`src/rtl/nes_pkg.sv`:
```
// Shared definitions for the NES controller link: button ordering, frame length
// and the pad-side FSM state encoding.
package nes_pkg;

  localparam int NES_BITS = 8;

  localparam int BTN_A      = 0;
  localparam int BTN_B      = 1;
  localparam int BTN_SELECT = 2;
  localparam int BTN_START  = 3;
  localparam int BTN_UP     = 4;
  localparam int BTN_DOWN   = 5;
  localparam int BTN_LEFT   = 6;
  localparam int BTN_RIGHT  = 7;

  localparam logic [3:0] CNT_FULL = 4'(NES_BITS);

  typedef enum logic [1:0] {
    IDLE  = 2'd0,
    LOAD  = 2'd1,
    SHIFT = 2'd2,
    DONE  = 2'd3
  } nes_state_e;

endpackage

```
`src/rtl/nes_pad_responder_if.sv`:
```
// Pad-side bundle of the controller link: host strobes and buttons in,
// serial data and frame status out.
interface nes_pad_responder_if;
  import nes_pkg::*;

  logic [NES_BITS-1:0] buttons_in;
  logic                nes_latch;
  logic                nes_pulse;
  logic                nes_data;
  logic                busy;
  logic                frame_done;
  logic [3:0]          shift_count;

  modport master (
    output buttons_in, nes_latch, nes_pulse,
    input  nes_data, busy, frame_done, shift_count
  );

  modport slave (
    input  buttons_in, nes_latch, nes_pulse,
    output nes_data, busy, frame_done, shift_count
  );

endinterface

```
`src/rtl/nes_edge_sync.sv`:
```
// Multi-flop synchronizer for an asynchronous strobe, with rise/fall detection
// taken from the last stage against one extra flop.
module nes_edge_sync #(
  parameter int SYNC_STAGES = 2
) (
  input  logic clk,
  input  logic reset,
  input  logic d_i,
  output logic rise_o,
  output logic fall_o
);

  logic sync_q [SYNC_STAGES];
  logic last_q;

  generate
    for (genvar gi = 0; gi < SYNC_STAGES; gi++) begin : g_stage
      if (gi == 0) begin : g_first
        always_ff @(posedge clk or negedge reset) begin
          if (!reset) sync_q[gi] <= 1'b0;
          else        sync_q[gi] <= d_i;
        end
      end else begin : g_rest
        always_ff @(posedge clk or negedge reset) begin
          if (!reset) sync_q[gi] <= 1'b0;
          else        sync_q[gi] <= sync_q[gi-1];
        end
      end
    end
  endgenerate

  always_ff @(posedge clk or negedge reset) begin
    if (!reset) last_q <= 1'b0;
    else        last_q <= sync_q[SYNC_STAGES-1];
  end

  assign rise_o = sync_q[SYNC_STAGES-1] & ~last_q;
  assign fall_o = ~sync_q[SYNC_STAGES-1] & last_q;

endmodule

```
`src/rtl/nes_pad_responder.sv`:
```
// NES gamepad emulation: answers host latch/pulse strobes and shifts out eight
// active-low button bits the way a 4021-based pad does.
module nes_pad_responder
  import nes_pkg::*;
#(
  parameter int   SYNC_STAGES = 2,
  parameter logic FILL_BIT    = 1'b0
) (
  input  logic               clk,
  input  logic               reset,
  nes_pad_responder_if.slave pad
);

  logic latch_rise, latch_fall, pulse_rise, pulse_fall;

  nes_state_e          state_q, state_d;
  logic [NES_BITS-1:0] sreg_q, sreg_d;
  logic [3:0]          cnt_q, cnt_d;
  logic                busy_q, busy_d;
  logic                done_q, done_d;

  nes_edge_sync #(.SYNC_STAGES(SYNC_STAGES)) u_latch_sync (
    .clk    (clk),
    .reset  (reset),
    .d_i    (pad.nes_latch),
    .rise_o (latch_rise),
    .fall_o (latch_fall)
  );

  nes_edge_sync #(.SYNC_STAGES(SYNC_STAGES)) u_pulse_sync (
    .clk    (clk),
    .reset  (reset),
    .d_i    (pad.nes_pulse),
    .rise_o (pulse_rise),
    .fall_o (pulse_fall)
  );

  always_ff @(posedge clk or negedge reset) begin
    if (!reset) begin
      state_q <= IDLE;
      sreg_q  <= '1;
      cnt_q   <= '0;
      busy_q  <= 1'b0;
      done_q  <= 1'b0;
    end else begin
      state_q <= state_d;
      sreg_q  <= sreg_d;
      cnt_q   <= cnt_d;
      busy_q  <= busy_d;
      done_q  <= done_d;
    end
  end

  always_comb begin
    state_d = state_q;
    sreg_d  = sreg_q;
    cnt_d   = cnt_q;
    busy_d  = busy_q;
    done_d  = 1'b0;

    // A relatch overrides everything, including a pulse landing in the same cycle.
    if (latch_rise) begin
      state_d = LOAD;
      sreg_d  = ~pad.buttons_in;
      cnt_d   = '0;
      busy_d  = 1'b0;
    end else begin
      unique case (state_q)
        IDLE: ;
        LOAD: begin
          sreg_d = ~pad.buttons_in;
          if (latch_fall) begin
            state_d = SHIFT;
            cnt_d   = '0;
            busy_d  = 1'b1;
          end
        end
        SHIFT: begin
          if (pulse_rise) begin
            sreg_d = {FILL_BIT, sreg_q[NES_BITS-1:1]};
            cnt_d  = cnt_q + 4'd1;
            if (cnt_q == CNT_FULL - 4'd1) begin
              state_d = DONE;
              busy_d  = 1'b0;
              done_d  = 1'b1;
            end
          end
        end
        DONE: begin
          if (pulse_rise) sreg_d = {FILL_BIT, sreg_q[NES_BITS-1:1]};
        end
        default: state_d = IDLE;
      endcase
    end
  end

  // Pulse falls carry no meaning for the pad; consumed here to keep the port tidy.
  logic unused_pulse_fall;
  assign unused_pulse_fall = pulse_fall;

  assign pad.nes_data    = sreg_q[0];
  assign pad.busy        = busy_q;
  assign pad.frame_done  = done_q;
  assign pad.shift_count = cnt_q;

endmodule

```
`src/flat_wrapper.sv`:
```
// flat-port wrapper written by rule: the top's interface ports become plain ports
module nes_pad_responder_flat import nes_pkg::*;
#(
  parameter int   SYNC_STAGES = 2,
  parameter logic FILL_BIT    = 1'b0
)
  (clk, reset, pad_buttons_in, pad_nes_latch, pad_nes_pulse, pad_nes_data, pad_busy, pad_frame_done, pad_shift_count);
  nes_pad_responder_if pad_i ();
  input  logic clk;
  input  logic reset;
  input wire logic [$bits(pad_i.buttons_in)-1:0] pad_buttons_in;
  input wire logic [$bits(pad_i.nes_latch)-1:0] pad_nes_latch;
  input wire logic [$bits(pad_i.nes_pulse)-1:0] pad_nes_pulse;
  output wire logic [$bits(pad_i.nes_data)-1:0] pad_nes_data;
  output wire logic [$bits(pad_i.busy)-1:0] pad_busy;
  output wire logic [$bits(pad_i.frame_done)-1:0] pad_frame_done;
  output wire logic [$bits(pad_i.shift_count)-1:0] pad_shift_count;
  assign pad_i.buttons_in = pad_buttons_in;
  assign pad_i.nes_latch = pad_nes_latch;
  assign pad_i.nes_pulse = pad_nes_pulse;
  assign pad_nes_data = pad_i.nes_data;
  assign pad_busy = pad_i.busy;
  assign pad_frame_done = pad_i.frame_done;
  assign pad_shift_count = pad_i.shift_count;
  nes_pad_responder #(.SYNC_STAGES(SYNC_STAGES), .FILL_BIT(FILL_BIT)) u_core (.clk(clk), .reset(reset), .pad(pad_i));
endmodule
```
`config.mk`:
```
export PLATFORM = sky130hd
export DESIGN_NAME = nes_pad_responder_flat
export DESIGN_NICKNAME = d
export VERILOG_FILES = /design/src/rtl/nes_pkg.sv /design/src/rtl/nes_pad_responder_if.sv /design/src/rtl/nes_edge_sync.sv /design/src/rtl/nes_pad_responder.sv /design/src/flat_wrapper.sv
export SDC_FILE = /design/constraint.sdc
export NUM_CORES = 1
export LEC_CHECK = 0
export ABC_AREA = 1
export CAP_MARGIN = 20
export CORE_ASPECT_RATIO = 1.25
export CORE_UTILIZATION = 51
export CTS_CLUSTER_SIZE = 24
export DETAILED_ROUTE_END_ITERATION = 16
export GPL_ROUTABILITY_DRIVEN = 0
export PLACE_DENSITY = 0.79
export SLEW_MARGIN = 0
export SYNTH_ARGS = -nofsm -noshare
export SYNTH_HDL_FRONTEND = slang
export SYNTH_SLANG_ARGS = --single-unit
```
`constraint.sdc`:
```
create_clock -name clk -period 1.5 [get_ports clk]
set_input_delay 0.3 -clock clk [delete_from_list [all_inputs] [get_ports clk]]
set_output_delay 0.3 -clock clk [all_outputs]
set_load 0.03 [all_outputs]
```
Word level (Yosys, flattened, before mapping) --
Cells that the tools add are included.
Operators by class: $add $sub $neg 1, eq/ne operators 8, multiplexer cells 21, bitwise operators 7, reductions and logical operators 6
Operator list (number):
- 8-bit 2-to-1 mux | 2
- 8-bit case mux with 2 select lines | 1
- 4-bit 2-to-1 mux | 3
- 3-bit by 1-bit != test with 1-bit output, second input constant | 4
- 1-bit 2-to-1 mux | 8
- 2-bit 2-to-1 mux | 4
- 8-bit inverter | 1
- 4-bit case mux with 2 select lines | 1
- 3-bit nonzero test | 2
- 4-bit by 1-bit adder with 4-bit output, second input constant | 1
- 2-bit equality test, second input constant | 2
- 4-bit by 3-bit equality test with 1-bit output, second input constant | 1
- 2-bit case mux with 2 select lines | 1
- 4-bit AND reduction | 1
- 1-bit AND | 3
- 1-bit inverter | 3
- 3-bit AND reduction | 1
- 2-bit by 1-bit equality test with 1-bit output, second input constant | 1
- 1-bit case mux with 2 select lines | 1
- 2-bit AND reduction | 1
- 2-bit OR reduction | 1
Word-level totals: register bits 22, bits of input ports 12, output and inout bits 7, logic and storage cells 54

Longest topological paths before layout --
word-level depth 5, mapped depth 10, mapped depth without buffers 8

Modules after synthesis --
From an unflattened synthesis, not the netlist that was laid out.
Unflattened totals: cell total of the unflattened synthesis 110, area total of the unflattened synthesis 979.7 um^2
Modules (own cells, without submodules):
- nes_pad_responder | times used 1, cells each 96, area each 799.5 um^2, seq. area each 410.4 um^2
- nes_edge_sync | times used 2, cells each 7, area each 90.1 um^2, seq. area each 75.1 um^2

Worst setup path after synthesis --
Ideal clock, no wire load.
kind register -> register, start register u_core.cnt_q[0] (netlist: u_core.pad.shift_count[0]), end register u_core.busy_q (netlist: u_core.pad.busy), data arrival time 1231 ps, slack 148 ps, stages on the path, launching flop included 7, buffers on the path 0, period minus slack after synthesis 1352 ps, cell sequence dfrtp_1 ha_1 nand3_1 nand3_2 nand2_2 o21bai_1 nand2_1
On the way: longest elaborated chain between the ends 3
RTL lines:
- start, declared | line nes_pad_responder.sv:18 | logic [3:0] cnt_q, cnt_d;
- start signal, assigned | line nes_pad_responder.sv:48 | cnt_q <= cnt_d;
- 4-bit by 3-bit equality test with 1-bit output | line nes_pad_responder.sv:82 | if (cnt_q == CNT_FULL - 4'd1) begin
- 3-bit by 1-bit != test with 1-bit output (no source line)
- 4-bit AND reduction (no source line)
- end signal, assigned | line nes_pad_responder.sv:49 | busy_q <= busy_d;
- end, declared | line nes_pad_responder.sv:19 | logic busy_q, busy_d;
Every way passes these cells. A chain may end at the register's enable or synchronous reset.

Worst setup path in the final report --
start register u_core.cnt_q[1] (netlist: u_core.pad.shift_count[1]), end output pad_shift_count[1]
RTL lines:
- end, declared | line flat_wrapper.sv:17 | output wire logic [$bits(pad_i.shift_count)-1:0] pad_shift_count;
No word-level cell between the ends.

==> run_results.csv <==
group,metric,value,unit
cts,clk_pin_slew,0.12,ns
cts,cts-root-buf,"clkbuf_4",
finish,final_common_cell,"nand2_1",
timing,hold_violations,0,
grt,grt_max_degree,23,
grt,grt_first_pass_wirelength,3370,um
finish,final_cell_mix,"nand2_1 (35), dfrtp_1 (14), clkdlybuf4s50_1 (11)",
routing,drc,0,
grt,grt_usage,0.191,
critical_path,worst-r2r-setup-slack,0.07,ns
timing,period_minus_slack,1.46,ns
timing,skew,0.00995,ns
floorplan,core-area,2050,um2
grt,use_met1,0.226,
floorplan,chipWidth,44.3,um
critical_path,r2r_start,"u_core.state_q[0]",
critical_path,path_buf_inv,1,
routing,ant_nets,0,
grt,met2_usage,0.343,
critical_path,path_cells,"dlygate4sd2_1",
critical_path,crit_path_top_delay_cell,"dfrtp_1",
pwr,powerDensity,1870,nW/um2
logic_synthesis,ys_ff_latch,22,
finish,fillers,173,
timing,slew_headroom,0.798,
timing,worst_slew_pin_slew,0.304,ns
pwr,pwr-share-seq,0.367,
timing,holdWs,0.315,ns
cts,clk_path_buf_depth,2,
floorplan,initial_core_util,0.557,
finish,num_antenna_cells,0,
logic_synthesis,yosys.area.top_type_share,0.307,
grt,grt_overflow_total,0,
cts,cts_made_buffers,3,
pwr,p_leak,0.688,nW
critical_path,start_kind,"register",
cts,cts_tree,"built",
run_status,status,"finished clean",
critical_path,cp_slowest_stage_delay,0.42,ns
routing,drtIter0Drc,14,
timing,fmax,685,MHz
grt,use_met3,0.0195,
logic_synthesis,synthTopCellsByArea,"dfrtp_1 (31%), dfstp_2 (18%), nand2_1 (12%)",
critical_path,cp.required,1.20,ns
critical_path,rr_worst_depth,8,
finish,area_growth,22.1,%
logic_synthesis,netlist_instances,124,
critical_path,worstPathMaxFanout,5,
place,dp_hpwl,1430,um
hold_path,hold_path_class,"in2async",
timing,setup_viol,0,
logic_synthesis,syn_area_per_cell,9.21,um2
critical_path,end_kind,"output pin",
critical_path,r2r_end,"u_core.state_q[0]",
grt,grt_pass1_vias,790,
pwr,irDropWorstVdd,0.00110,V
floorplan,rows,18,
cts,insertion_delay,0.32,ns
cts,cts_sinks,22,
finish,layout-drive-gt1-share,0.236,
critical_path,arrival,1.16,ns
pwr,p_comb_frac,0.527,
finish,utilization,0.681,
timing,period_share,0.974,
pwr,switching_share,0.433,
logic_synthesis,post_synth_num_cell_types,22,
timing,setup-tns-final,0,ns
logic_synthesis,yosys.area.top_type,"dfrtp_1",
logic_synthesis,synth_warnings,0,
finish,num-nets-final,166,
logic_synthesis,synth_fp_nets,141,
routing,wire_per_inst,11.8,um
logic_synthesis,syn-cell-area,1140,um2
critical_path,path_delay_family,"flip-flops",
pwr,p_sw,1.13,mW
pwr,p_int,1.48,mW
floorplan,dieArea,2430,um2
timing,fin_ws,0.0391,ns
place,io_buffers,18,
floorplan,pin_count,19,
routing,dr.pass1.iters,4,
pwr,p_clk_frac,0.106,
grt,antenna_found_initial,0,
place,post-place-ws,-0.0333,ns
cts,h-tree-depth,1,
routing,avgViaCountPerCell,4.86,
timing,slew_violations,0,
critical_path,critPathKind,"reg2out",
grt,grt_busiest_layer,"met2",
routing,vias,865,
flow_run,drv_cap,0,
floorplan,fp.dieH,54.9,um
routing,totalWireLength,2100,um
logic_synthesis,yosysSeqAreaShare,0.491,
[stage by stage]
step                power, mW  area [um2]  cells
global route             2.83        1400    178
detailed placement       2.25        1340    172
finish                   2.61        1400    178
global placement         2.19        1340    172
CTS                      2.51        1360    176
floorplan                2.02        1140    124
[kinds of logic (layout without fill, tap and decap cells)]
family | Yosys count | after routing | share of synthesized area
compound gates | 21 | 22 | 0.112
buf+inv | 17 | 40 | 0.0876
simple gates | 58 | 58 | 0.248
fa+ha+maj | 5 | 5 | 0.0548
flops | 22 | 22 | 0.491
xor+xnor | 1 | 1 | 0.00767
[sequential cells by signal, summed over array words and instances (netlist names)]
register and flops:
u_core.sreg_q 8, u_core.pad.shift_count 4, u_core.state_q 2, u_core.u_latch_sync.sync_q 2
u_core.u_pulse_sync.sync_q 2, u_core.pad.busy 1, u_core.pad.frame_done 1, u_core.u_latch_sync.last_q 1
u_core.u_pulse_sync.last_q 1
[worst max path at each step]
stage | from | endpoint | slack (ns) | depth (start not counted)
2_1_floorplan | u_core.pad.shift_count[0] | u_core.pad.busy | 0.15 | 6
3_3_place_gp | u_core.sreg_q[0] | pad_nes_data | 0.04 | 1
3_5_place_dp | u_core.state_q[0] | u_core.state_q[0] | -0.03 | 7
4_1_cts | u_core.pad.shift_count[1] | pad_shift_count[1] | 0.04 | 1
5_1_grt | u_core.state_q[0] | u_core.pad.shift_count[3] | -0.03 | 8
6_report | u_core.pad.shift_count[1] | pad_shift_count[1] | 0.04 | 1
[synth_stat cells]
cell type  instances
buf_6              3
buf_8              1
dfrtp_1           14
dfstp_2            8
ha_1               5
inv_1             11
inv_2              1
inv_4              1
nand2_1           36
nand2_2            3
nand2_4            2
nand3_1            9
nand3_2            4
nand4_1            2
nor2_1             1
nor3_1             1
o21ai_0            7
o21ai_1            9
o21ai_2            1
o21ai_4            1
o21bai_1           3
xor2_1             1
[metal layers]
metal,vias up,share of wire
met2,20,0.49
met1,391,0.46
met4,0,0.020
met3,5,0.033
li1,449,-
met5,-,0
[timing repair]
action / CTS / global route
setup endpoints to repair: 16 / 13
setup buffers: 0 / 1
hold endpoints to repair: 0 / 0
pin swaps: 0 / 2
gates cloned: 0 / 1
gates resized for setup: 10 / 4
hold buffers: 0 / 0
[power by group through the flow]
stage                     registers, mW  clock network [mW]  logic (mW)
after floorplan                    1.03                   0       0.990
after global placement            0.950                   0        1.24
after detailed placement          0.962                   0        1.28
after CTS                         0.950               0.284        1.27
after global routing              0.976               0.306        1.55
final                             0.956               0.277        1.38
[final cells by class]
cell class                      count  area, um2  area share
Tap cell                           30       37.5      0.0269
Clock buffer                        4       26.3      0.0188
Timing Repair Buffer               23        211       0.152
Sequential cell                    22        561       0.402
Inverter                           13       51.3      0.0368
Multi-Input combinational cell     86        508       0.364
(Power assumes the default switching activity.)
==> patch (config.mk and constraints unchanged) <==
Make the reset (`reset`) synchronous in 4 clocked blocks. Comments in the files are not updated.
--- a/src/rtl/nes_edge_sync.sv
+++ b/src/rtl/nes_edge_sync.sv
@@ -16,12 +16,12 @@
   generate
     for (genvar gi = 0; gi < SYNC_STAGES; gi++) begin : g_stage
       if (gi == 0) begin : g_first
-        always_ff @(posedge clk or negedge reset) begin
+        always_ff @(posedge clk) begin
           if (!reset) sync_q[gi] <= 1'b0;
           else        sync_q[gi] <= d_i;
         end
       end else begin : g_rest
-        always_ff @(posedge clk or negedge reset) begin
+        always_ff @(posedge clk) begin
           if (!reset) sync_q[gi] <= 1'b0;
           else        sync_q[gi] <= sync_q[gi-1];
         end
@@ -29,7 +29,7 @@
     end
   endgenerate
 
-  always_ff @(posedge clk or negedge reset) begin
+  always_ff @(posedge clk) begin
     if (!reset) last_q <= 1'b0;
     else        last_q <= sync_q[SYNC_STAGES-1];
   end
--- a/src/rtl/nes_pad_responder.sv
+++ b/src/rtl/nes_pad_responder.sv
@@ -35,7 +35,7 @@
     .fall_o (pulse_fall)
   );
 
-  always_ff @(posedge clk or negedge reset) begin
+  always_ff @(posedge clk) begin
     if (!reset) begin
       state_q <= IDLE;
       sreg_q  <= '1;
Check against the original RTL: differs if reset is asserted again (counterexample within 4 cycles, from zero or initial values and one cycle with reset low); with reset held inactive, the same outputs for 10 cycles.
==> patch against the original RTL <==
The run now ends with DRC left. Die area down 4.5%. Total power down 32%. Cell area down 1.9%. Worst setup slack better by 0.020 ns. First-iteration DRC count up 86%. Area after synthesis down 4.7%. Routed wire length up 1.3%. Clock skew about the same. Via count up 8.6%. Utilization up 0.22 points. Sequential cell count unchanged. Register-to-register slack better by 0.03 ns.
==> patch: results (changes against the original RTL) <==
GRT:
- The met1 usage is 0.225 (was 0.226).
- The met2 global-route usage came to 0.354 (was 0.343).
- The total global-route track usage came to 0.194 (was 0.191).

Setup path:
- The minimum setup slack among reg-to-reg paths is 0.10 ns (was 0.07 ns).
- The arrival time at the worst endpoint is 1.14 ns (was 1.16 ns).
- The beginning of the worst register-to-register path is u_core.state_q[0] (unchanged).
- The biggest fanout along the worst timing path is 4 (was 5).

Route:
- The number of DRC violations after detailed routing is 3 (was 0).
- The detailed-routed wire length on met2 is 1100 um (was 1020 um).
- The via density per instance is 4.99 (was 4.86).
- The post-detailed-route wirelength per cell is 11.3 um (was 11.8 um).

Run status:
- The final reports fail on DRC.
- Outcome: finished, violations left (was completed).

Pwr:
- The power share of the sequential group is 0.419 (was 0.367).
- The cell leakage power came to 0.655 nW (was 0.688 nW).

Yosys:
- The post-synthesis share of cell area spent on xor and xnor gates is 0.0161 (was 0.00767).
- The sequential share of the synthesized area is 0.405 (was 0.491).
- The top flip-flop cell by instance count after synthesis is sky130_fd_sc_hd__dfxtp_1 (was sky130_fd_sc_hd__dfrtp_1).
- The adder-cell share of the synthesized area came to 0.0690 (was 0.0548).
- The synthesized net count came to 160 (was 141).

Timing:
- The tightest hold margin is 0.429 ns (was 0.315 ns).
- The worst setup margin is 0.0590 ns (was 0.0391 ns).

Placed design:
- The total placed instance area is 1330 um^2 (was 1340 um^2).
- The post-detailed-placement half-perimeter wirelength is 1570 um (was 1430 um).
- The placed instance count came to 183 (was 172).

Min path:
- The path type of the worst min-delay path is register to register (was primary input to async pin).
patch: cell count changes in the layout (fill, tap and decap cells not counted), moves of 5 or more:
cell / delta
sky130_fd_sc_hd__o21ai_1: -9
sky130_fd_sc_hd__dfxtp_1: +21
sky130_fd_sc_hd__o21ai_0: -6
sky130_fd_sc_hd__dfrtp_1: -14
sky130_fd_sc_hd__or2_2: +5
sky130_fd_sc_hd__inv_1: +5
sky130_fd_sc_hd__a21oi_1: +7
sky130_fd_sc_hd__dfstp_2: -8
sky130_fd_sc_hd__nor2_1: +5
sky130_fd_sc_hd__nand3_1: +8
sky130_fd_sc_hd__nand2_1: +6
patch: cell type report:
class                           instances  area, um^2
Fill cell                             155         636
Timing Repair Buffer                   23         221
Sequential cell                        22         442
Tap cell                               20        25.0
Inverter                               20        77.6
Clock buffer                            4        36.3
Multi-Input combinational cell         99         567
